## src/rtl/wb_pkg.sv

```systemverilog
// Shared encodings for the writeback stage.
//   LT_*  : load-type codes presented on in_ltype (only meaningful for SRC_MEM)
//   SRC_* : fixed source slots inside the packed in_src bus
package wb_pkg;

  localparam logic [2:0] LT_LW  = 3'd0;
  localparam logic [2:0] LT_LB  = 3'd1;
  localparam logic [2:0] LT_LBU = 3'd2;
  localparam logic [2:0] LT_LH  = 3'd3;
  localparam logic [2:0] LT_LHU = 3'd4;
  localparam logic [2:0] LT_LD  = 3'd5;

  localparam int SRC_ALU  = 0;
  localparam int SRC_MEM  = 1;
  localparam int SRC_LINK = 2;

endpackage

```

## src/rtl/wb_load_align.sv

```systemverilog
// Combinational load aligner: picks the addressed byte/half/word/dword out of
// little-endian read data and sign/zero-extends it to DATA_W.
// Ports:
//   i_data       raw memory read data
//   i_ltype      load type (wb_pkg LT_* codes; 6/7 behave as LW)
//   i_off        byte offset within the data word
//   o_data       aligned, extended result
//   o_misaligned access is not naturally aligned for its size
module wb_load_align import wb_pkg::*; #(
  parameter  int DATA_W = 32,
  localparam int AL_W   = $clog2(DATA_W/8)
) (
  input  logic [DATA_W-1:0] i_data,
  input  logic [2:0]        i_ltype,
  input  logic [AL_W-1:0]   i_off,
  output logic [DATA_W-1:0] o_data,
  output logic              o_misaligned
);

  logic [DATA_W-1:0] w_sh;

  // Shift the addressed byte down to lane 0; every load type then reads
  // from the bottom of w_sh.
  assign w_sh = i_data >> {i_off, 3'b000};

  always_comb begin
    // LW behaviour is the default (also covers codes 6/7, and LD on 32b).
    o_data       = DATA_W'($signed(w_sh[31:0]));
    o_misaligned = |i_off[1:0];
    case (i_ltype)
      LT_LB: begin
        o_data       = DATA_W'($signed(w_sh[7:0]));
        o_misaligned = 1'b0;
      end
      LT_LBU: begin
        o_data       = DATA_W'(w_sh[7:0]);
        o_misaligned = 1'b0;
      end
      LT_LH: begin
        o_data       = DATA_W'($signed(w_sh[15:0]));
        o_misaligned = i_off[0];
      end
      LT_LHU: begin
        o_data       = DATA_W'(w_sh[15:0]);
        o_misaligned = i_off[0];
      end
      LT_LD: begin
        if (DATA_W > 32) begin
          o_data       = w_sh;
          o_misaligned = |i_off;
        end
      end
      default: ;
    endcase
  end

endmodule

```

## src/rtl/wb_stage.sv

```systemverilog
// Registered writeback stage: selects one of NUM_SRC results, aligns loads,
// holds the result in a one-entry stage register and drives the register-file
// write port the cycle after acceptance.
// Ports:
//   clk, rst_n             clock, async active-low reset
//   flush                  drop held entry, refuse new one this cycle
//   in_valid/in_ready      MEM-stage handshake
//   in_src/in_sel          packed result sources and select (out of range -> src0)
//   in_ltype/in_addr_lo    load type and byte offset (used when in_sel==SRC_MEM)
//   in_regwrite/in_waddr   destination control
//   wb_hold                register-file port busy
//   rf_we/rf_waddr/rf_wdata register-file write port
//   misalign_err           pulse the cycle after a misaligned load retires
//   retired_cnt            retired-entry counter (wraps)
module wb_stage import wb_pkg::*; #(
  parameter  int DATA_W  = 32,
  parameter  int NUM_SRC = 4,
  parameter  int REG_AW  = 5,
  parameter  int CNT_W   = 32,
  localparam int SEL_W   = (NUM_SRC > 1) ? $clog2(NUM_SRC) : 1,
  localparam int AL_W    = $clog2(DATA_W/8)
) (
  input  logic                      clk,
  input  logic                      rst_n,
  input  logic                      flush,
  input  logic                      in_valid,
  output logic                      in_ready,
  input  logic [NUM_SRC*DATA_W-1:0] in_src,
  input  logic [SEL_W-1:0]          in_sel,
  input  logic [2:0]                in_ltype,
  input  logic [AL_W-1:0]           in_addr_lo,
  input  logic                      in_regwrite,
  input  logic [REG_AW-1:0]         in_waddr,
  input  logic                      wb_hold,
  output logic                      rf_we,
  output logic [REG_AW-1:0]         rf_waddr,
  output logic [DATA_W-1:0]         rf_wdata,
  output logic                      misalign_err,
  output logic [CNT_W-1:0]          retired_cnt
);

  logic              r_v, r_we, r_mis;
  logic [DATA_W-1:0] w_src, w_aligned, w_data;
  logic              w_is_mem, w_al_mis, w_mis;
  logic              w_accept, w_retire;

  // Source select; any select with no matching slot falls back to src0.
  always_comb begin
    w_src = in_src[0 +: DATA_W];
    for (int k = 1; k < NUM_SRC; k++)
      if (int'(in_sel) == k) w_src = in_src[k*DATA_W +: DATA_W];
  end

  wb_load_align #(.DATA_W(DATA_W)) u_align (
    .i_data       (in_src[SRC_MEM*DATA_W +: DATA_W]),
    .i_ltype      (in_ltype),
    .i_off        (in_addr_lo),
    .o_data       (w_aligned),
    .o_misaligned (w_al_mis)
  );

  assign w_is_mem = (int'(in_sel) == SRC_MEM);
  assign w_data   = w_is_mem ? w_aligned : w_src;
  assign w_mis    = w_is_mem && w_al_mis;

  // A held entry may be replaced in the same cycle it retires.
  assign in_ready = !flush && (!r_v || !wb_hold);
  assign w_accept = in_valid && in_ready;
  assign w_retire = r_v && !wb_hold && !flush;
  assign rf_we    = r_v && r_we && !wb_hold && !flush;

  always_ff @(posedge clk or negedge rst_n) begin
    if (!rst_n) begin
      r_v          <= 1'b0;
      r_we         <= 1'b0;
      r_mis        <= 1'b0;
      rf_waddr     <= '0;
      rf_wdata     <= '0;
      misalign_err <= 1'b0;
      retired_cnt  <= '0;
    end else begin
      misalign_err <= w_retire && r_mis;
      if (w_retire) retired_cnt <= retired_cnt + CNT_W'(1);
      if (w_accept) begin
        r_v      <= 1'b1;
        // Misaligned loads and r0 writes still occupy the stage and retire,
        // but never reach the register file.
        r_we     <= in_regwrite && (in_waddr != '0) && !w_mis;
        r_mis    <= w_mis;
        rf_waddr <= in_waddr;
        rf_wdata <= w_data;
      end else if (w_retire || flush) begin
        r_v <= 1'b0;
      end
    end
  end

endmodule

```

## config.mk

```make
export PLATFORM = sky130hd
export DESIGN_NAME = wb_stage
export DESIGN_NICKNAME = d
export VERILOG_FILES = /design/src/rtl/wb_pkg.sv /design/src/rtl/wb_load_align.sv /design/src/rtl/wb_stage.sv
export SDC_FILE = /design/constraint.sdc
export NUM_CORES = 1
export LEC_CHECK = 0
export CAP_MARGIN = 0
export CORE_UTILIZATION = 42
export DETAILED_ROUTE_END_ITERATION = 6
export PLACE_DENSITY = 0.9
export SYNTH_ARGS = -nofsm -noshare
export SYNTH_HDL_FRONTEND = slang
export SYNTH_SLANG_ARGS = --single-unit
```

## constraint.sdc

```tcl
create_clock -name clk -period 1.81 [get_ports clk]
set_input_delay 0.181 -clock clk [delete_from_list [all_inputs] [get_ports clk]]
set_output_delay 0.181 -clock clk [all_outputs]
set_load 0.02 [all_outputs]
```

==> results of run 1 <==
==> final timing paths <==
check,from,slack (ns),end,cells after the start
max,retired_cnt[16],0.09,retired_cnt[16],1
min,rst_n,0.27,retired_cnt[7],2
max reg2reg,retired_cnt[1],0.09,retired_cnt[30],5
min reg2reg,rf_waddr[1],0.48,rf_waddr[1],2
max in group asynchronous,rst_n,0.96,rf_wdata[8],3
min in group clk,in_waddr[3],0.38,rf_waddr[3],3
==> layout by cell type (no fill, tap or decap), types with 3 or more instances in the layout <==
cell / instances
buf_12: 7
a21oi_1: 10
and3_1: 6
o21ai_0: 6
mux4_2: 8
nand4_1: 6
o22ai_1: 8
mux2i_1: 24
and2_1: 5
nand2_1: 61
o2bb2ai_1: 7
inv_1: 7
and4_1: 3
o21ai_1: 5
nand3_1: 18
nor2_1: 18
buf_4: 44
nor3_1: 8
xor2_1: 15
nor4_1: 3
o311ai_1: 6
o221ai_1: 16
a221oi_2: 8
mux2_2: 34
a2bb2oi_1: 8
clkbuf_8: 10
xnor2_1: 18
clkdlybuf4s50_1: 213
dfrtp_1: 71
==> power groups by stage <==
stage	Sequential, uW	Clock [uW]	Combinational [uW]
finish	2000	1490	1770
global route	2020	1590	1890
CTS	1990	1510	1780
detailed placement	2010	0	1770
global placement	2000	0	1730
floorplan	2220	0	542
==> registers in the layout, summed over array words and instances, names as in the netlist <==
| signal | cells |
|---|---|
| misalign_err | 1 |
| retired_cnt | 32 |
| r_v | 1 |
| rf_waddr | 5 |
| r_mis | 1 |
| r_we | 1 |
| rf_wdata | 32 |
==> cell type report <==
type | instances | area (sq um)
flip-flops and latches | 73 | 1830
clock buffers | 10 | 138
fillers | 786 | 3310
inverters | 7 | 26.3
clock inverters | 6 | 97.6
repair buffers | 268 | 2630
multi-input cells | 332 | 2640
well taps | 140 | 175
==> what timing repair did <==
action	in CTS	in global routing
hold buffers	1	0
endpoints found under the setup margin	2	15
resized for setup	2	8
pin swaps	0	1
endpoints found under the hold margin	24	0
==> logic make-up after synthesis <==
logic type / after synthesis / share of synthesized area (%)
compound gates: 86 / 15.8
simple gates: 145 / 16.2
xor+xnor: 33 / 6.19
fa+ha+maj: 1 / 0.268
mux: 67 / 17.7
flops: 73 / 39.1
buf+inv: 42 / 4.69
==> metal layers <==
metal	track usage, %	up-vias
li1	-	2161
met1	33.0	2224
met2	49.4	232
met3	4.84	29
met4	11.6	0
met5	0	-
==> through the flow <==
step / TNS, ns / power [uW] / utilization (%) / setup WS (ns)
3_3_place_gp: -7.45 / 3730 / 67.1 / -0.242
5_1_grt: -0.00167 / 5510 / 69.5 / -0.00167
6_report: 0 / 5260 / 69.5 / 0.0919
4_1_cts: 0 / 5280 / 69.4 / 0.0181
3_5_place_dp: -9.54 / 3780 / 67.1 / -0.297
2_1_floorplan: 0 / 2770 / - / 0.0470
==> worst reg2reg max path, cell delays in order, from the launching register on <==
cell and delay (ns):
dfrtp_1 0.48, ha_1 0.26, and2_1 0.19, nand4_4 0.17
nor4_1 0.38, xor2_1 0.17
==> summary.md, run 1 <==
| Metric | Value |
|---|---|
| Status | completed |
| Sequential share of the synthesized area | 39.1% |
| Switching Share | 31.1% |
| Clk_lat worst skew | 0.35 ns |
| Nets | 838 |
| Fin Hold WS | 0.274 ns |
| Synth cell types | 56 |
| Clock Tree Buf Depth | 2 |
| Maximum fanout along the worst path | 5 |
| VDD IR-drop max | 0.419 mV |
| Number of global-route vias before repair | 4836 |
| First-pass GRT wire length | 24.5 mm |
| Most common cell in the netlist | dfrtp_1 |
| Max stage delay on crit path | 0.67 ns |
| Final Skew | 0.00980 ns |
| Per-cell routed wire length | 18.5 um |
| Fin crit share | 94.9% |
| Number of DRC violations after detailed-routing iteration 0 | 236 |
| Met2 Wirelength | 7.81 mm |
| #FFs+latches synth | 73 |
| Clock root cell | clkbuf_8 |
| Critical path endpoint category | output pin |
| Crit-path cells | clkdlybuf4s50_1 |
| RD Place Congestion | 0.913 |
| Slowest cell on crit path | clkdlybuf4s50_1 |
| Startpoint Class | register |
| Max Used Layer | met4 |
| Post-route cell area | 0.00753 sq mm |
| Max-Cap Viols | 0 |
| Most common library cells after synthesis | dfrtp_1, nand2_1, mux2_2 |
| Pwr dens | 698 mW/mm^2 |
| Internal power | 3620 uW |
| Placed Area | 0.00728 sq mm |
| Met3 routed WL | 1.11 mm |
| Placed cells | 819 |
| Number of core rows | 38 |
| I/O Pins | 218 |
| FFs w/ async S/R, synth | 100% |
| Vias | 4646 |
| Final setup fails | 0 |
| Rel. slew slack | 71.1% |
| PortBufs | 217 |
| Clock share of power | 28.3% |
| Core area | 0.0108 sq mm |
| Starting Density | 43.1% |
| Fin. Hold Viols | 0 |
| CP bufs+invs | 1 |
| Actual slew at the worst max-slew pin | 0.429 ns |
| Drt pass-1 iters | 7 |
| Post-CTS setup buffers | 0 |
| Min Tclk post-route | 1.72 ns |
| Post-synth top flop | dfrtp_1 |
| Syn_nets | 594 |
| CP required | 1.63 ns |
| Logic pwr share | 33.7% |
| Height of the die | 107 um |
| Final cell count without fillers | 836 |
| Met1 wire length | 6.14 mm |
| Largest area contributor in the netlist | dfrtp_1 |
| Post-synth EDFFs | 0 |
| Post-DR vias/cell | 5.56 |
| N_diodes | 0 |
| Cell count after synthesis | 447 |
| DRT antenna net count | 0 |
| Die ar. | 0.0115 sq mm |
| Synth top area cells | dfrtp_1, mux2_2, mux2i_1 |
| Post-synthesis instance area | 0.00467 sq mm |
| Number of CTS-inserted buffers | 9 |
| CTS tree | built |
| Num Clock Sinks | 73 |
| Die X | 107 um |
| YS warnings | 0 |
| CP arrival | 1.54 ns |
| DP Wirelength | 12.3 mm |
| Crit path max-delay family | buffers and inverters |
| Clock transition at path regs | 0.09 ns |
| Syn avg cell area | 10.4 sq um |
| Sw power | 1640 uW |
| DRC Markers | 0 |
| Max Clock Freq | 582 MHz |
| Worst Hold Class | in2async |
| RSZ-0062 raised after global routing | true |
| Slew Viols, Final | 0 |
| Static Leak | 0.00318 uW |
| CTS H-tree lvls | 3 |
| Largest net degree at the start of global routing | 50 |
| Initial antenna violation count | 0 |
| Sequential fraction of design power | 38.0% |
| Top cell type's share of synthesized area | 39.1% |
| Path type of the worst setup path | reg2out |
| Share of layout cells above drive strength 1 | 20.0% |
| Total wire length | 15.5 mm |
| Area Growth Syn to Fin | 61.4% |
| Global route overflow | 0 |
| GRT Util Overall | 27.8% |
Power figures use the tool's default switching activity.
==> inputs of run 2 (changes only) <==
--- a/config.mk
+++ b/config.mk
@@ -6,9 +6,10 @@
 export NUM_CORES = 1
 export LEC_CHECK = 0
 export CAP_MARGIN = 0
-export CORE_UTILIZATION = 42
+export CORE_UTILIZATION = 25
 export DETAILED_ROUTE_END_ITERATION = 6
-export PLACE_DENSITY = 0.9
+export PLACE_DENSITY = 0.61
+export SKIP_CTS_REPAIR_TIMING = 1
 export SYNTH_ARGS = -nofsm -noshare
 export SYNTH_HDL_FRONTEND = slang
 export SYNTH_SLANG_ARGS = --single-unit
==> run 2 against run 1 <==
Compared with the run above:
- the flow now finishes with violations (design-rule violations)
- critical endpoint is now rf_wdata[11]
- cell area increased by 3.1%
- power is 4.7% higher
- die area is 67% higher
==> summary.md, run 2 (synthesis gave the netlist of run 1 again) <==
| Metric | Value |
|---|---|
| Clock transition at path regs | 0.06 ns (-0.03 ns) |
| Starting Density | 25.7% (-17 points) |
| Largest regs | retired_cnt x32, rf_wdata x32, rf_waddr x5 |
| Global route overflow | 0 (unchanged) |
| Worst slack, placed | -0.291 ns (+0.00602 ns) |
| Drt pass-1 iters | 7 (unchanged) |
| CP required | 2.02 ns (+0.39 ns) |
| Max Clock Freq | 572 MHz (-1.7%) |
| Commonest non-fill, non-tap cell in the layout | clkdlybuf4s50_1 |
| R2r setup slk | 0.18 ns (+0.09 ns) |
| Final setup fails | 0 (unchanged) |
| Global routing's busiest layer | met2 |
| Largest net degree at the start of global routing | 49 (-2.0%) |
| Rel. slew slack | 67.5% (-3.7 points) |
| Reg2Reg Launch Point | retired_cnt[8] |
| Nets | 842 (+0.48%) |
| Min Tclk post-route | 1.75 ns (+0.0293 ns) |
| CTS H-tree lvls | 3 (unchanged) |
| Vias | 4576 (-1.5%) |
| I/O Pins | 218 (unchanged) |
| Number of DRC violations after detailed-routing iteration 0 | 158 (-33%) |
| Worst Slack Setup Final | 0.0626 ns (-0.0293 ns) |
| GRT Util Overall | 17.8% (-10 points) |
| Commonest non-fill, non-tap cells in the layout | clkdlybuf4s50_1, dfrtp_1, nand2_1 |
| Path type of the worst setup path | in2reg |
| CTS tree | built |
| Pwr dens | 709 mW/mm^2 (+1.6%) |
| Global Route met1 Usage | 20.1% (-13 points) |
| Die X | 139 um (+29%) |
| Per-cell routed wire length | 18.0 um (-2.6%) |
| Actual slew at the worst max-slew pin | 0.487 ns (+0.0583 ns) |
| Number of core rows | 49 (+29%) |
| Number of global-route vias before repair | 4860 (+0.50%) |
| Critical path endpoint category | register |
| Total wire length | 16.8 mm (+8.3%) |
| Num Clock Sinks | 73 (unchanged) |
| Initial antenna violation count | 1 (+1) |
| Failing checks | design-rule violations |
| Fill count | 1705 (+120%) |
| Die ar. | 0.0192 sq mm (+67%) |
| Worst Hold Class | in2async |
| Maximum fanout along the worst path | 8 (+3) |
| Final Skew | 0.00558 ns (-0.00422 ns) |
| VDD IR-drop max | 0.356 mV (-15%) |
| Fin. Hold Viols | 0 (unchanged) |
| Core area | 0.0181 sq mm (+67%) |
| M2 GR Usage | 31.8% (-18 points) |
| Startpoint Class | input pin |
| Clk_lat worst skew | 0.33 ns (-0.02 ns) |
| Share of layout cells above drive strength 1 | 20.1% (+0.17 points) |
| CP arrival | 1.96 ns (+0.42 ns) |
| GRT met3 Usage | 4.80% (-0.043 points) |
| Clock root cell | clkbuf_16 |
| RSZ-0062 raised after global routing | true |
| Area Growth Syn to Fin | 66.3% |
| First-pass GRT wire length | 26.3 mm (+7.2%) |
| R2r endpoint | retired_cnt[21] |
| Static Leak | 0.00325 uW (+2.4%) |
| Max-Cap Viols | 0 (unchanged) |
| Fin crit share | 96.5% (+1.6 points) |
| DP Wirelength | 13.6 mm (+10%) |
| Post-DR vias/cell | 4.92 (-11%) |
| Worst reg2reg path depth | 6 (+1) |
| Clock Tree Buf Depth | 2 (unchanged) |
| Final core utilization | 42.8% (-27 points) |
| Height of the die | 139 um (+29%) |
| DRC Markers | 8 (+8) |
| Number of CTS-inserted buffers | 9 (unchanged) |
| Slew Viols, Final | 0 (unchanged) |
| PortBufs | 217 (unchanged) |
| RD Place Congestion | 0.942 (+3.2%) |
| DRT antenna net count | 0 (unchanged) |
| Status | finished with violations |
## run 2: per-stage QoR
step	instance area (sq um)	cells	setup TNS [ns]	hold slack [ns]	power, uW
floorplan	4670	447	0	-0.115	2770
global placement	7450	912	-7.73	0.123	3810
detailed placement	7450	912	-9.36	0.127	3850
CTS	7730	928	-0.225	-0.237	5570
global route	7760	930	-0.0105	0.333	5790
finish	7760	930	0	0.301	5510
## run 2: layer usage
layer | up-vias | share of wire (%)
li1 | 2166 | -
met1 | 2215 | 41
met2 | 175 | 50
met3 | 20 | 6.4
met4 | 0 | 2.6
met5 | - | 0
## run 2: worst max-delay path by stage
stage | start | slack (ns) | endpoint
after global routing | in_addr_lo[1] | -0.008 | rf_wdata[11]
after floorplan | r_v | 0.05 | rf_wdata[24]
after CTS | r_v | -0.22 | rf_we
final | in_addr_lo[1] | 0.06 | rf_wdata[11]
after detailed placement | in_addr_lo[1] | -0.29 | rf_wdata[11]
after global placement | in_addr_lo[1] | -0.26 | rf_wdata[12]
## run 2: worst max-delay path, stage by stage
cell and delay, ns:
clkdlybuf4s50_1 0.52, mux4_2 0.56, a41o_1 0.35, a21oi_1 0.22, o21ai_0 0.12
## run 2: layout make-up
| class | count | area (sq um) | area share [%] |
|---|---|---|---|
| Timing Repair Buffer | 272 | 2700 | 34.8 |
| Multi-Input combinational cell | 332 | 2640 | 34.0 |
| Sequential cell | 73 | 1830 | 23.5 |
| Tap cell | 229 | 287 | 3.69 |
| Clock buffer | 11 | 253 | 3.26 |
| Clock inverter | 5 | 30.0 | 0.387 |
| Inverter | 7 | 26.3 | 0.338 |
| Antenna cell | 1 | 2.50 | 0.0322 |
## run 2: report_power, final
group / switching (uW) / leakage (uW) / internal, uW
Combinational: 854 / 0.00219 / 996
Clock: 697 / 0.000137 / 995
Sequential: 134 / 0.000925 / 1830
